`config.mk`:
```
export PLATFORM = sky130hd
export DESIGN_NAME = pipeline_ctrl
export DESIGN_NICKNAME = d
export VERILOG_FILES = /design/src/rtl/pipeline_ctrl_pkg.sv /design/src/rtl/pipeline_ctrl_sat_counter.sv /design/src/rtl/pipeline_ctrl.sv
export SDC_FILE = /design/constraint.sdc
export NUM_CORES = 1
export LEC_CHECK = 0
export BUFFER_PORTS_ARGS = -buffer_cell sky130_fd_sc_hd__buf_2
export CELL_PAD_IN_SITES_DETAIL_PLACEMENT = 2
export CELL_PAD_IN_SITES_GLOBAL_PLACEMENT = 2
export CORE_ASPECT_RATIO = 0.6
export CORE_MARGIN = 2
export CORE_UTILIZATION = 34
export DETAILED_ROUTE_END_ITERATION = 6
export HOLD_SLACK_MARGIN = 0.03
export PLACE_DENSITY_LB_ADDON = 0.05
export SETUP_SLACK_MARGIN = 0.05
export SYNTH_ARGS = -nofsm -noshare
export SYNTH_HDL_FRONTEND = slang
export SYNTH_SLANG_ARGS = --single-unit
```
`constraint.sdc`:
```
create_clock -name clk -period 4.43 [get_ports clk]
set_input_delay 0.6645 -clock clk [delete_from_list [all_inputs] [get_ports clk]]
set_output_delay 0.6645 -clock clk [all_outputs]
set_load 0.005 [all_outputs]
```
`src/rtl/pipeline_ctrl_pkg.sv`:
```
// Shared types and constants for the pipeline sequencing controller.
package pipeline_ctrl_pkg;

  typedef enum logic [2:0] {
    ST_IDLE   = 3'd0,
    ST_RUN    = 3'd1,
    ST_STEP   = 3'd2,
    ST_DRAIN  = 3'd3,
    ST_HALTED = 3'd4
  } state_e;

  localparam int DEFAULT_DRAIN_CYCLES = 3;

  // Hazard classes, highest priority first: load-use beats halt beats branch.
  typedef enum logic [1:0] {
    HZ_NONE     = 2'd0,
    HZ_BRANCH   = 2'd1,
    HZ_HALT     = 2'd2,
    HZ_LOAD_USE = 2'd3
  } hazard_e;

  function automatic hazard_e hazard_pick(input logic load_use,
                                          input logic halt_det,
                                          input logic branch_taken);
    if (load_use) begin
      return HZ_LOAD_USE;
    end else if (halt_det) begin
      return HZ_HALT;
    end else if (branch_taken) begin
      return HZ_BRANCH;
    end else begin
      return HZ_NONE;
    end
  endfunction

endpackage

```
`src/rtl/pipeline_ctrl_sat_counter.sv`:
```
// Saturating up-counter: holds at all-ones instead of wrapping.
module sat_counter #(
  parameter int CNT_WIDTH = 32
) (
  input  logic                 clk,
  input  logic                 rst,
  input  logic                 en,
  output logic [CNT_WIDTH-1:0] count
);

  logic [CNT_WIDTH-1:0] count_r;

  // Count enabled cycles, sticking at the maximum value.
  always_ff @(posedge clk) begin
    if (rst) begin
      count_r <= {CNT_WIDTH{1'b0}};
    end else if (en && (count_r != {CNT_WIDTH{1'b1}})) begin
      count_r <= count_r + {{(CNT_WIDTH-1){1'b0}}, 1'b1};
    end else begin
      count_r <= count_r;
    end
  end

  assign count = count_r;

endmodule

```
`src/rtl/pipeline_ctrl.sv`:
```
// Pipeline sequencing controller: debug run/step/pause, hazard overrides and
// HALT drain for the 5-stage core's PC and pipeline registers.
module pipeline_ctrl
  import pipeline_ctrl_pkg::*;
#(
  parameter int DRAIN_CYCLES = DEFAULT_DRAIN_CYCLES,
  parameter int CNT_WIDTH    = 32
) (
  input  logic                 clk,
  input  logic                 i_rst,
  input  logic                 i_run,
  input  logic                 i_step,
  input  logic                 i_pause,
  input  logic                 i_halt_det,
  input  logic                 i_load_use,
  input  logic                 i_branch_taken,
  output logic                 o_pc_en,
  output logic                 o_if_id_en,
  output logic                 o_if_id_flush,
  output logic                 o_id_ex_en,
  output logic                 o_id_ex_flush,
  output logic                 o_ex_mem_en,
  output logic                 o_mem_wb_en,
  output logic                 o_busy,
  output logic                 o_halted,
  output logic [CNT_WIDTH-1:0] o_cycle_cnt
);

  localparam logic [2:0] DRAIN_LOAD = 3'(DRAIN_CYCLES);

  state_e     state_r;
  state_e     state_next_s;
  logic [2:0] drain_r;
  logic       busy_r;
  logic       halted_r;
  hazard_e    hz_s;
  logic       advance_s;

  assign hz_s      = hazard_pick(i_load_use, i_halt_det, i_branch_taken);
  assign advance_s = (state_r == ST_RUN) || (state_r == ST_STEP) || (state_r == ST_DRAIN);

  // Next-state selection; a stalled HALT is not yet seen, so it cannot start a drain.
  always_comb begin
    state_next_s = state_r;
    case (state_r)
      ST_IDLE: begin
        if (i_run) begin
          state_next_s = ST_RUN;
        end else if (i_step) begin
          state_next_s = ST_STEP;
        end else begin
          state_next_s = ST_IDLE;
        end
      end
      ST_RUN: begin
        if (hz_s == HZ_HALT) begin
          state_next_s = ST_DRAIN;
        end else if (i_pause) begin
          state_next_s = ST_IDLE;
        end else begin
          state_next_s = ST_RUN;
        end
      end
      ST_STEP: begin
        if (hz_s == HZ_HALT) begin
          state_next_s = ST_DRAIN;
        end else begin
          state_next_s = ST_IDLE;
        end
      end
      ST_DRAIN: begin
        if (drain_r == 3'd1) begin
          state_next_s = ST_HALTED;
        end else begin
          state_next_s = ST_DRAIN;
        end
      end
      ST_HALTED: state_next_s = ST_HALTED;
      default:   state_next_s = ST_IDLE;
    endcase
  end

  // State, drain counter and status flags.
  always_ff @(posedge clk) begin
    if (i_rst) begin
      state_r  <= ST_IDLE;
      drain_r  <= 3'd0;
      busy_r   <= 1'b0;
      halted_r <= 1'b0;
    end else begin
      state_r  <= state_next_s;
      busy_r   <= (state_next_s == ST_RUN) || (state_next_s == ST_STEP) ||
                  (state_next_s == ST_DRAIN);
      halted_r <= (state_next_s == ST_HALTED);
      if ((state_r != ST_DRAIN) && (state_next_s == ST_DRAIN)) begin
        drain_r <= DRAIN_LOAD;
      end else if ((state_r == ST_DRAIN) && (drain_r != 3'd0)) begin
        drain_r <= drain_r - 3'd1;
      end else begin
        drain_r <= drain_r;
      end
    end
  end

  // Stage strobes from the current state and live hazard inputs.
  always_comb begin
    o_pc_en       = 1'b0;
    o_if_id_en    = 1'b0;
    o_if_id_flush = 1'b0;
    o_id_ex_en    = 1'b0;
    o_id_ex_flush = 1'b0;
    o_ex_mem_en   = 1'b0;
    o_mem_wb_en   = 1'b0;
    case (state_r)
      ST_RUN, ST_STEP: begin
        o_pc_en     = 1'b1;
        o_if_id_en  = 1'b1;
        o_id_ex_en  = 1'b1;
        o_ex_mem_en = 1'b1;
        o_mem_wb_en = 1'b1;
        case (hz_s)
          HZ_LOAD_USE: begin
            o_pc_en       = 1'b0;
            o_if_id_en    = 1'b0;
            o_id_ex_flush = 1'b1;
          end
          HZ_HALT: begin
            o_pc_en    = 1'b0;
            o_if_id_en = 1'b0;
          end
          HZ_BRANCH: o_if_id_flush = 1'b1;
          default:   o_if_id_flush = 1'b0;
        endcase
      end
      // Front end frozen; bubbles enter ID/EX while older work retires.
      ST_DRAIN: begin
        o_id_ex_en    = 1'b1;
        o_id_ex_flush = 1'b1;
        o_ex_mem_en   = 1'b1;
        o_mem_wb_en   = 1'b1;
      end
      default: o_pc_en = 1'b0;
    endcase
  end

  sat_counter #(
    .CNT_WIDTH(CNT_WIDTH)
  ) u_cycle_cnt (
    .clk  (clk),
    .rst  (i_rst),
    .en   (advance_s),
    .count(o_cycle_cnt)
  );

  assign o_busy   = busy_r;
  assign o_halted = halted_r;

endmodule

```
==> impl_metrics.json, run 1 <==
{
  "register_area_um2": 801,
  "finalWeightedCongestion": 0.716,
  "min_path_type": "register to register",
  "setup_viol": 0,
  "coreArea_um2": 6170,
  "drt_pass1_iterations": 6,
  "fin_area_um2": 2530,
  "ff2ff_path_depth": 7,
  "crit_arrival_ns": 2.66,
  "netlist_instances": 255,
  "postCtsSetupBuffers": 0,
  "syn_avg_cell_area_um2": 8.58,
  "netlist_area_um2": 2190,
  "grt_pass1_vias": 2045,
  "wl_um": 6480,
  "start_kind": "register",
  "fin_tns_setup_ns": 0,
  "ys_async_sr_fraction_pct": 0,
  "worst-endpoint-required_ns": 4.59,
  "syn_to_final_growth_pct": 15.8,
  "outcome": "finished clean",
  "cts_tree": "built",
  "synth_ff_type": "dfxtp_1",
  "fillerInstances": 731,
  "cts.repair.resized": 0,
  "crit_path_end_kind": "register",
  "crit_type": "register to register",
  "period_needed_ns": 2.50,
  "hpwl_um": 4680,
  "clkSinkCount": 40,
  "row_count": 22,
  "path_clk_slew_ns": 0.09,
  "multiInputGateArea_um2": 1260,
  "slew_headroom_pct": 42.8,
  "cts_max_level": 2,
  "critPathCapture": "u_cycle_cnt.count[5]",
  "hold_viol": 0,
  "startpoint": "u_cycle_cnt.count[0]",
  "ant_nets": 0,
  "port_buffers": 48,
  "crit_chain": "ha_1, nand4_1, or4_4, nor3_4, buf_4, or4b_2, a21oi_1",
  "slew_viol_final": 0,
  "wl_per_cell_um": 17.0,
  "grt_overflow": 0,
  "drt_iter0_drc": 69,
  "cts-root-buf": "clkbuf_8",
  "slowest_delay_ns": 0.52,
  "worst_ir_drop_vdd_v": 0.000102,
  "worstSkewPairLatency_ns": 0.30,
  "place_area_um2": 2440,
  "grt_pass1_wl_um": 10900,
  "cts_buffers": 5,
  "rsz0062_at_grt": "false",
  "max_cap_violations": 0,
  "reg2reg_to": "u_cycle_cnt.count[5]",
  "tightest_slew_ns": 0.850,
  "layout.nets": 307,
  "fin_skew_ns": 0.0133,
  "ios": 49,
  "fin_util_pct": 41.1,
  "r2r_start": "u_cycle_cnt.count[0]",
  "drive_gt1_share_pct": 25.0,
  "synth_edf_count": 0,
  "cp_slowest_cell": "or4_4",
  "yosysSeqAreaShare_pct": 36.6,
  "p_leak_nw": 0.974,
  "grt_usage_pct": 19.8,
  "period_share_pct": 56.4,
  "fmax_mhz": 400,
  "die_y_um": 66.1,
  "yosys_register_bits": 40,
  "antenna_found_initial": 0,
  "syn-num-nets": 267,
  "r2r_slack_ns": 1.93,
  "vias": 2107,
  "hold_buffers": 0,
  "clk_path_buf_depth": 2,
  "die_x_um": 108,
  "synth_cell_type_count": 53,
  "power.density_nw_per_um2": 280,
  "dieArea_um2": 7120,
  "grt_max_degree": 39,
  "crit_fanout": 38,
  "initial_utilization_pct": 35.5,
  "avgViaCountPerCell": 5.53,
  "synth_warnings": 0,
  "drc": 0
}
## through the flow
stage	hold WS [ns]	worst slack (ns)	power [W]	std cells
4_1_cts	0.496	1.95	0.000719	380
2_1_floorplan	0.477	2.42	0.000432	255
3_3_place_gp	0.477	2.02	0.000452	372
5_1_grt	0.539	1.75	0.000748	380
6_report	0.494	1.93	0.000710	381
3_5_place_dp	0.483	1.97	0.000455	372
## how the worst min path moves through the flow
| stage | cells after the start | to | from |
|---|---|---|---|
| after global placement | 2 | u_cycle_cnt.count[21] | u_cycle_cnt.count[21] |
| after CTS | 2 | u_cycle_cnt.count[21] | u_cycle_cnt.count[21] |
| final | 2 | u_cycle_cnt.count[21] | u_cycle_cnt.count[21] |
| after global routing | 2 | u_cycle_cnt.count[21] | u_cycle_cnt.count[21] |
| after floorplan | 2 | u_cycle_cnt.count[21] | u_cycle_cnt.count[21] |
| after detailed placement | 2 | u_cycle_cnt.count[21] | u_cycle_cnt.count[21] |
## routing by layer
layer / share of wire, % / GRT usage, % / vias to the layer above
met2: 42 / 28.1 / 31
met5: 0 / 0 / -
met4: 0.65 / 4.81 / 0
met1: 54 / 30.1 / 1038
met3: 3.5 / 4.24 / 4
li1: - / - / 1034
## critical path: cells and delay by family (launching register included)
family | cells | cell delay, ns
buffers and inverters | 1 | 0.38
DFF | 1 | 0.41
AOI/OAI and AO/OA | 1 | 0.06
adders and majority gates | 1 | 0.22
and+or+nand+nor | 4 | 1.28
## area by class of cell
class,instances,share of cell area (%)
antenna,1,0.0988
clock buffer,8,3.56
inverter,6,0.889
multi-input combinational,193,49.9
sequential,40,31.6
tap,84,4.15
timing repair buffer,49,9.78
## Yosys cell counts (all sizes together) (6+ instances only)
cell    count  share of area [%]
a21oi      30                6.9
buf        10                3.4
clkbuf      6                1.1
dfxtp      40                 37
inv         6                1.0
nand2      22                3.9
nand3      10                2.7
nand4      12                4.7
nor2       13                2.3
nor3        6                1.9
nor4        6                3.1
o21ai      15                3.4
o31ai      11                3.8
or3        14                4.0
or4        11                3.9
## sequential cells by signal, summed over array words and instances, names as in the netlist
| signal | cells |
|---|---|
| drain_r | 3 |
| state_r | 3 |
| o_busy | 1 |
| u_cycle_cnt.count | 32 |
| o_halted | 1 |
## placed cells by master (no fill, tap or decap), drive strengths merged, types with 2 or more instances in the layout
cell type   n
nor2b       4
mux2i       2
xnor2       4
and3        2
o211ai      2
buf        49
or3        14
and2        4
or2         2
and4        4
nor3        6
o31ai      11
mux2        2
inv         6
nand4      12
nand2      22
a21oi      30
nand3      10
o21ai      15
clkbuf      8
dfxtp      40
nor4        6
nor2       13
or4        11
ha          4
## power by group
group          switching, W  total [W]  internal (W)  leakage (nW)
combinational     0.0000386  0.0000678     0.0000292         0.605
clock              0.000138   0.000265      0.000127        0.0455
sequential        0.0000109   0.000377      0.000366         0.323
total              0.000187   0.000710      0.000523         0.974
## cell families after synthesis
group                      synth area share, %
AOI/OAI and AO/OA                         18.8
muxes                                     1.94
xor gates and xnor gates                  1.60
buffers and inverters                     5.60
and+or+nand+nor                           33.2
adders and majority gates                 2.29
DFF                                       36.6
(Power assumes the default switching activity.)
==> run 2, diff against run 1 <==
- CORE_UTILIZATION: 34 -> 31
- clock period: 4.43 -> 2.6 ns (I/O delays scaled with it)
==> run 2 against run 1 <==
Power grew 110%. Die area grew 9.2%. Via count rose by 1.6%. Wire length grew 2.1%. Utilization decreased by 1.6 points. Sequential power increased by 69%. First-iteration DRC count rose by 32%. Count of clock-buffer cells in the layout fell by 2. Sequential share of layout area decreased by 1.7 points. Register-to-register slack got worse by 1.7 ns. Final cell count increased by 2.4%. Critical path type unchanged. Critical endpoint is now u_cycle_cnt.count[28].
==> impl_metrics.json, run 2 (synthesized netlist as in run 1, its figures left out) <==
{
  "min_to": "u_cycle_cnt.count[21]",
  "wl_per_cell_um": 16.9,
  "p_leak_nw": 1.05,
  "clk_path_buf_depth": 2,
  "hold_viol": 0,
  "antenna_cells": 0,
  "final_cell_mix": "48 x buf_2, 40 x dfxtp_1, 30 x a21oi_1, 21 x nand2_1, 14 x or3_1",
  "min-delay-start": "u_cycle_cnt.count[21]",
  "drive_gt1_share_pct": 27.1,
  "crit_type": "register to register",
  "grt_max_degree": 42,
  "vias": 2140,
  "rsz0062_at_grt": "false",
  "die_x_um": 112,
  "r2r_start": "u_cycle_cnt.count[0]",
  "slew_headroom_pct": 64.3,
  "worstSkewPairLatency_ns": 0.29,
  "hold_buffers": 0,
  "path_clk_slew_ns": 0.06,
  "hold_depth": 2,
  "avgViaCountPerCell": 5.49,
  "setup_viol": 0,
  "cts_tree": "built",
  "grt_pass1_vias": 2176,
  "fmax_mhz": 423,
  "worst_ir_drop_vdd_v": 0.000308,
  "slew_viol_final": 0,
  "power.density_nw_per_um2": 553,
  "syn_to_final_growth_pct": 22.2,
  "drt_iter0_drc": 91,
  "ant_nets": 0,
  "coreArea_um2": 6760,
  "worst-endpoint-required_ns": 2.78,
  "grt_usage_pct": 18.5,
  "r2r_slack_ns": 0.23,
  "power.total_w": 0.00148,
  "tightest_slew_ns": 0.531,
  "crit_arrival_ns": 2.55,
  "drc": 0,
  "crit_fanout": 11,
  "cts.repair.resized": 0,
  "cts_max_level": 2,
  "start_kind": "register",
  "postCtsSetupBuffers": 0,
  "port_buffers": 48,
  "fin_util_pct": 39.5,
  "period_needed_ns": 2.37,
  "max_cap_violations": 0,
  "hpwl_um": 4880,
  "fin_tns_setup_ns": 0,
  "grt_overflow": 0,
  "row_count": 23,
  "final_common_cell": "buf_2",
  "ios": 49,
  "drt_pass1_iterations": 4,
  "antenna_found_initial": 0,
  "outcome": "finished clean",
  "grt_pass1_wl_um": 11400,
  "reg2reg_to": "u_cycle_cnt.count[28]",
  "die_y_um": 69.1,
  "initial_utilization_pct": 32.4,
  "fin_skew_ns": 0.00342,
  "min_path_type": "register to register",
  "dieArea_um2": 7770,
  "largest_reg_flops": 32,
  "wl_um": 6610,
  "layout.nets": 314,
  "crit_path_end_kind": "register",
  "ff2ff_path_depth": 6,
  "cts_buffers": 5,
  "cts-root-buf": "clkbuf_16",
  "finalWeightedCongestion": 0.738,
  "period_share_pct": 91.0,
  "clkSinkCount": 40
}
run 2: final cells by class:
type	instances	area, µm²
clock buffers	6	129
clock inverters	2	35.0
fillers	762	4090
inverters	6	22.5
multi-input cells	193	1260
flip-flops and latches	40	801
well taps	87	109
repair buffers	56	313
run 2: critical path: stages, from the launching register on:
cell and delay (ns):
dfxtp_1 0.44, ha_1 0.23, nand4_1 0.24, or3_1 0.55, nor4_4 0.38, nand3_1 0.14
mux2_2 0.28
run 2: routing by layer:
metal | wire length (µm) | part of all wire (%) | GRT usage (%)
met1 | 3660 | 55 | 27.1
met5 | 0 | 0 | 0
met3 | 239 | 3.6 | 4.93
met2 | 2610 | 39 | 25.8
met4 | 102 | 1.5 | 6.50
run 2: per-stage QoR:
step | cell area [µm²] | instances | setup WS [ns] | hold WS (ns)
after floorplan | 2190 | 255 | 0.588 | 0.477
after global placement | 2510 | 382 | 0.365 | 0.484
after detailed placement | 2510 | 382 | 0.275 | 0.492
after CTS | 2670 | 390 | 0.241 | 0.512
after global routing | 2670 | 390 | 0.120 | 0.549
final | 2670 | 390 | 0.234 | 0.505
run 2: how the worst max path moves through the flow:
stage,depth (start not counted),slack [ns],startpoint,to
6_report,6,0.23,u_cycle_cnt.count[0],u_cycle_cnt.count[28]
3_5_place_dp,6,0.28,u_cycle_cnt.count[0],u_cycle_cnt.count[28]
3_3_place_gp,6,0.36,u_cycle_cnt.count[0],u_cycle_cnt.count[28]
4_1_cts,6,0.24,u_cycle_cnt.count[0],u_cycle_cnt.count[28]
2_1_floorplan,8,0.59,u_cycle_cnt.count[0],u_cycle_cnt.count[1]
5_1_grt,6,0.12,u_cycle_cnt.count[0],u_cycle_cnt.count[28]
run 2: report_power, final:
group	total (W)	switching (W)	leakage (nW)	internal, W
clock	0.000711	0.000260	0.0808	0.000452
combinational	0.000129	0.0000752	0.645	0.0000543
sequential	0.000638	0.0000125	0.323	0.000625
==> run 3, diff against run 2 <==
- ABC_CLOCK_PERIOD_IN_PS: default -> 2800
- CORE_UTILIZATION: 31 -> 33
- SYNTH_HIERARCHICAL: default -> 1
- clock period: 2.6 -> 2.8 ns (I/O delays scaled with it)
==> run 3 against run 2 <==
Count of clock-buffer cells in the layout is the same. Highest routed layer unchanged. Sequential share of layout area grew 1.3 points. Largest power group is now registers. Cell area shrank 4.3%. Register-to-register slack gained 0.24 ns. Synthesized cell count is the same. Combinational power shrank 5%. Final cell count shrank 0.77%. Via count shrank 0.14%.
==> impl_metrics.json, run 3 <==
{
  "outcome": "finished clean",
  "synth_ff_type": "dfxtp_1",
  "drt_iter0_drc": 86,
  "tightest_slew_ns": 0.617,
  "period_share_pct": 83.2,
  "fmax_mhz": 429,
  "postCtsSetupBuffers": 0,
  "hold_viol": 0,
  "row_count": 22,
  "crit_path_end_kind": "register",
  "hpwl_um": 5280,
  "crit_arrival_ns": 2.51,
  "rsz0062_at_grt": "false",
  "hold_depth": 3,
  "cts_max_level": 2,
  "path_clk_slew_ns": 0.08,
  "grt_pass1_wl_um": 11300,
  "syn_avg_cell_area_um2": 8.41,
  "multiInputGateArea_um2": 1250,
  "intPower_w": 0.000805,
  "slew_viol_final": 0,
  "netlist_instances": 255,
  "worst_ir_drop_vdd_v": 0.000155,
  "p_clk_share_pct": 33.9,
  "avgViaCountPerCell": 5.52,
  "fin_cells": 387,
  "die_y_um": 66.4,
  "placed_cells": 380,
  "max_cap_violations": 0,
  "yosysMostFrequentCell": "dfxtp_1",
  "drive_gt1_share_pct": 24.1,
  "synth_warnings": 6,
  "register_area_um2": 801,
  "yosysSeqAreaShare_pct": 37.3,
  "synth.top_cell.area_share_pct": 37.3,
  "ios": 49,
  "largest_reg_flops": 32,
  "wl_per_cell_um": 17.7,
  "ant_nets": 0,
  "worst-endpoint-required_ns": 2.98,
  "port_buffers": 48,
  "start_kind": "register",
  "fin_skew_ns": 0.0122,
  "cts-root-buf": "clkbuf_8",
  "reg2reg_to": "u_cycle_cnt/count[21]",
  "coreArea_um2": 6190,
  "fin_util_pct": 41.3,
  "r2r_start": "u_cycle_cnt/count[16]",
  "dieArea_um2": 7180,
  "grt_overflow": 0,
  "hold_buffers": 0,
  "layout.nets": 315,
  "min-delay-start": "i_step",
  "place_area_um2": 2480,
  "p_comb_share_pct": 11.2,
  "power_frac_seq_pct": 54.9,
  "p_leak_nw": 0.940,
  "vias": 2137,
  "synth_cell_type_count": 47,
  "antenna_found_initial": 0,
  "min_path_type": "primary input to register",
  "fin_area_um2": 2560,
  "setup_viol": 0,
  "ys_async_sr_fraction_pct": 0,
  "crit_chain": "nand3_2, or3b_1, nor4_2, buf_4, nor3b_1, mux2_1",
  "cts_tree": "built",
  "grt_pass1_vias": 2100,
  "initial_utilization_pct": 34.6,
  "cts.repair.resized": 0,
  "fillerInstances": 709,
  "drc": 0,
  "p_sw_w": 0.000285,
  "period_needed_ns": 2.33,
  "wl_um": 6860,
  "final_common_cell": "buf_2",
  "syn_to_final_growth_pct": 19.3,
  "power.density_nw_per_um2": 426,
  "die_x_um": 108,
  "slew_headroom_pct": 57.8,
  "final_cell_mix": "48 x buf_2, 40 x dfxtp_1, 27 x a21oi_1, 20 x nor2_1, 15 x nand3_1",
  "clkSinkCount": 40,
  "antenna_cells": 0,
  "grt_max_degree": 30,
  "crit_type": "register to register",
  "synth_top_area_cell": "dfxtp_1",
  "synth_common_cells": "40 x dfxtp_1, 27 x a21oi_1, 20 x nor2_1",
  "cp_slowest_cell": "or3b_1",
  "netlist_area_um2": 2140,
  "cts_buffers": 5,
  "syn-num-nets": 267,
  "yosys_register_bits": 40,
  "finalWeightedCongestion": 0.772,
  "grt_usage_pct": 20.5,
  "hold_ws_ns": 0.439,
  "drt_pass1_iterations": 4,
  "worstSkewPairLatency_ns": 0.29,
  "fin_tns_setup_ns": 0,
  "p_sw_share_pct": 26.2,
  "min_to": "o_busy",
  "slowest_delay_ns": 0.55,
  "synth_edf_count": 0,
  "crit_fanout": 19,
  "ff2ff_path_depth": 6,
  "r2r_slack_ns": 0.47,
  "synth_area_leaders": "dfxtp_1 37%, a21oi_1 6.3%, o31ai_1 4.2%",
  "clk_path_buf_depth": 2
}
[run 3: worst max-delay path, delay by kind of cell, from the launching register on]
kind	cells	cell delay, ns
buffers and inverters	1	0.29
flip-flops	1	0.45
multiplexers	1	0.31
AND/OR/NAND/NOR	4	1.17
[run 3: worst max path at each step]
| stage | slack, ns | to | startpoint |
|---|---|---|---|
| 6_report | 0.47 | u_cycle_cnt/count[21] | u_cycle_cnt/count[16] |
| 5_1_grt | 0.25 | u_cycle_cnt/count[18] | state_r[0] |
| 4_1_cts | 0.48 | u_cycle_cnt/count[21] | u_cycle_cnt/count[16] |
| 3_5_place_dp | 0.50 | u_cycle_cnt/count[21] | u_cycle_cnt/count[16] |
| 3_3_place_gp | 0.56 | u_cycle_cnt/count[30] | u_cycle_cnt/count[16] |
| 2_1_floorplan | 0.33 | u_cycle_cnt/count[31] | state_r[0] |
[run 3: area by class of cell]
cell class                      instances  area share [%]
Tap cell                               84            4.11
Clock buffer                            6            2.84
Clock inverter                          1           0.196
Sequential cell                        40            31.3
Timing Repair Buffer                   57            12.0
Inverter                                5           0.733
Multi-Input combinational cell        194            48.8
[run 3: logic make-up after synthesis]
| kind of cell | after synthesis | synth area share (%) |
|---|---|---|
| buf+inv | 21 | 4.73 |
| fa+ha+maj | 4 | 2.33 |
| flops | 40 | 37.3 |
| simple gates | 117 | 32.3 |
| mux | 3 | 1.52 |
| compound gates | 60 | 17.7 |
| xor+xnor | 10 | 4.08 |
[run 3: power by group through the flow]
stage / registers [W] / logic (W) / clock network [W]
2_1_floorplan: 0.000608 / 0.0000798 / 0
3_3_place_gp: 0.000611 / 0.000119 / 0
3_5_place_dp: 0.000612 / 0.000125 / 0
4_1_cts: 0.000598 / 0.000126 / 0.000381
5_1_grt: 0.000602 / 0.000137 / 0.000416
6_report: 0.000598 / 0.000123 / 0.000369
[run 3: routing by layer]
layer / share of wire [%] / vias up / GRT usage, % / wire length, µm
met1: 55 / 1036 / 30.5 / 3770
li1: - / 1055 / - / -
met5: 0 / - / 0 / 0
met2: 40 / 37 / 29.7 / 2760
met4: 1.2 / 0 / 5.45 / 85
met3: 3.5 / 9 / 4.24 / 239
[run 3: stage by stage]
stage | worst slack (ns) | total power [W]
final | 0.471 | 0.00109
after detailed placement | 0.499 | 0.000736
after floorplan | 0.334 | 0.000688
after global routing | 0.250 | 0.00115
after CTS | 0.481 | 0.00110
after global placement | 0.557 | 0.000730
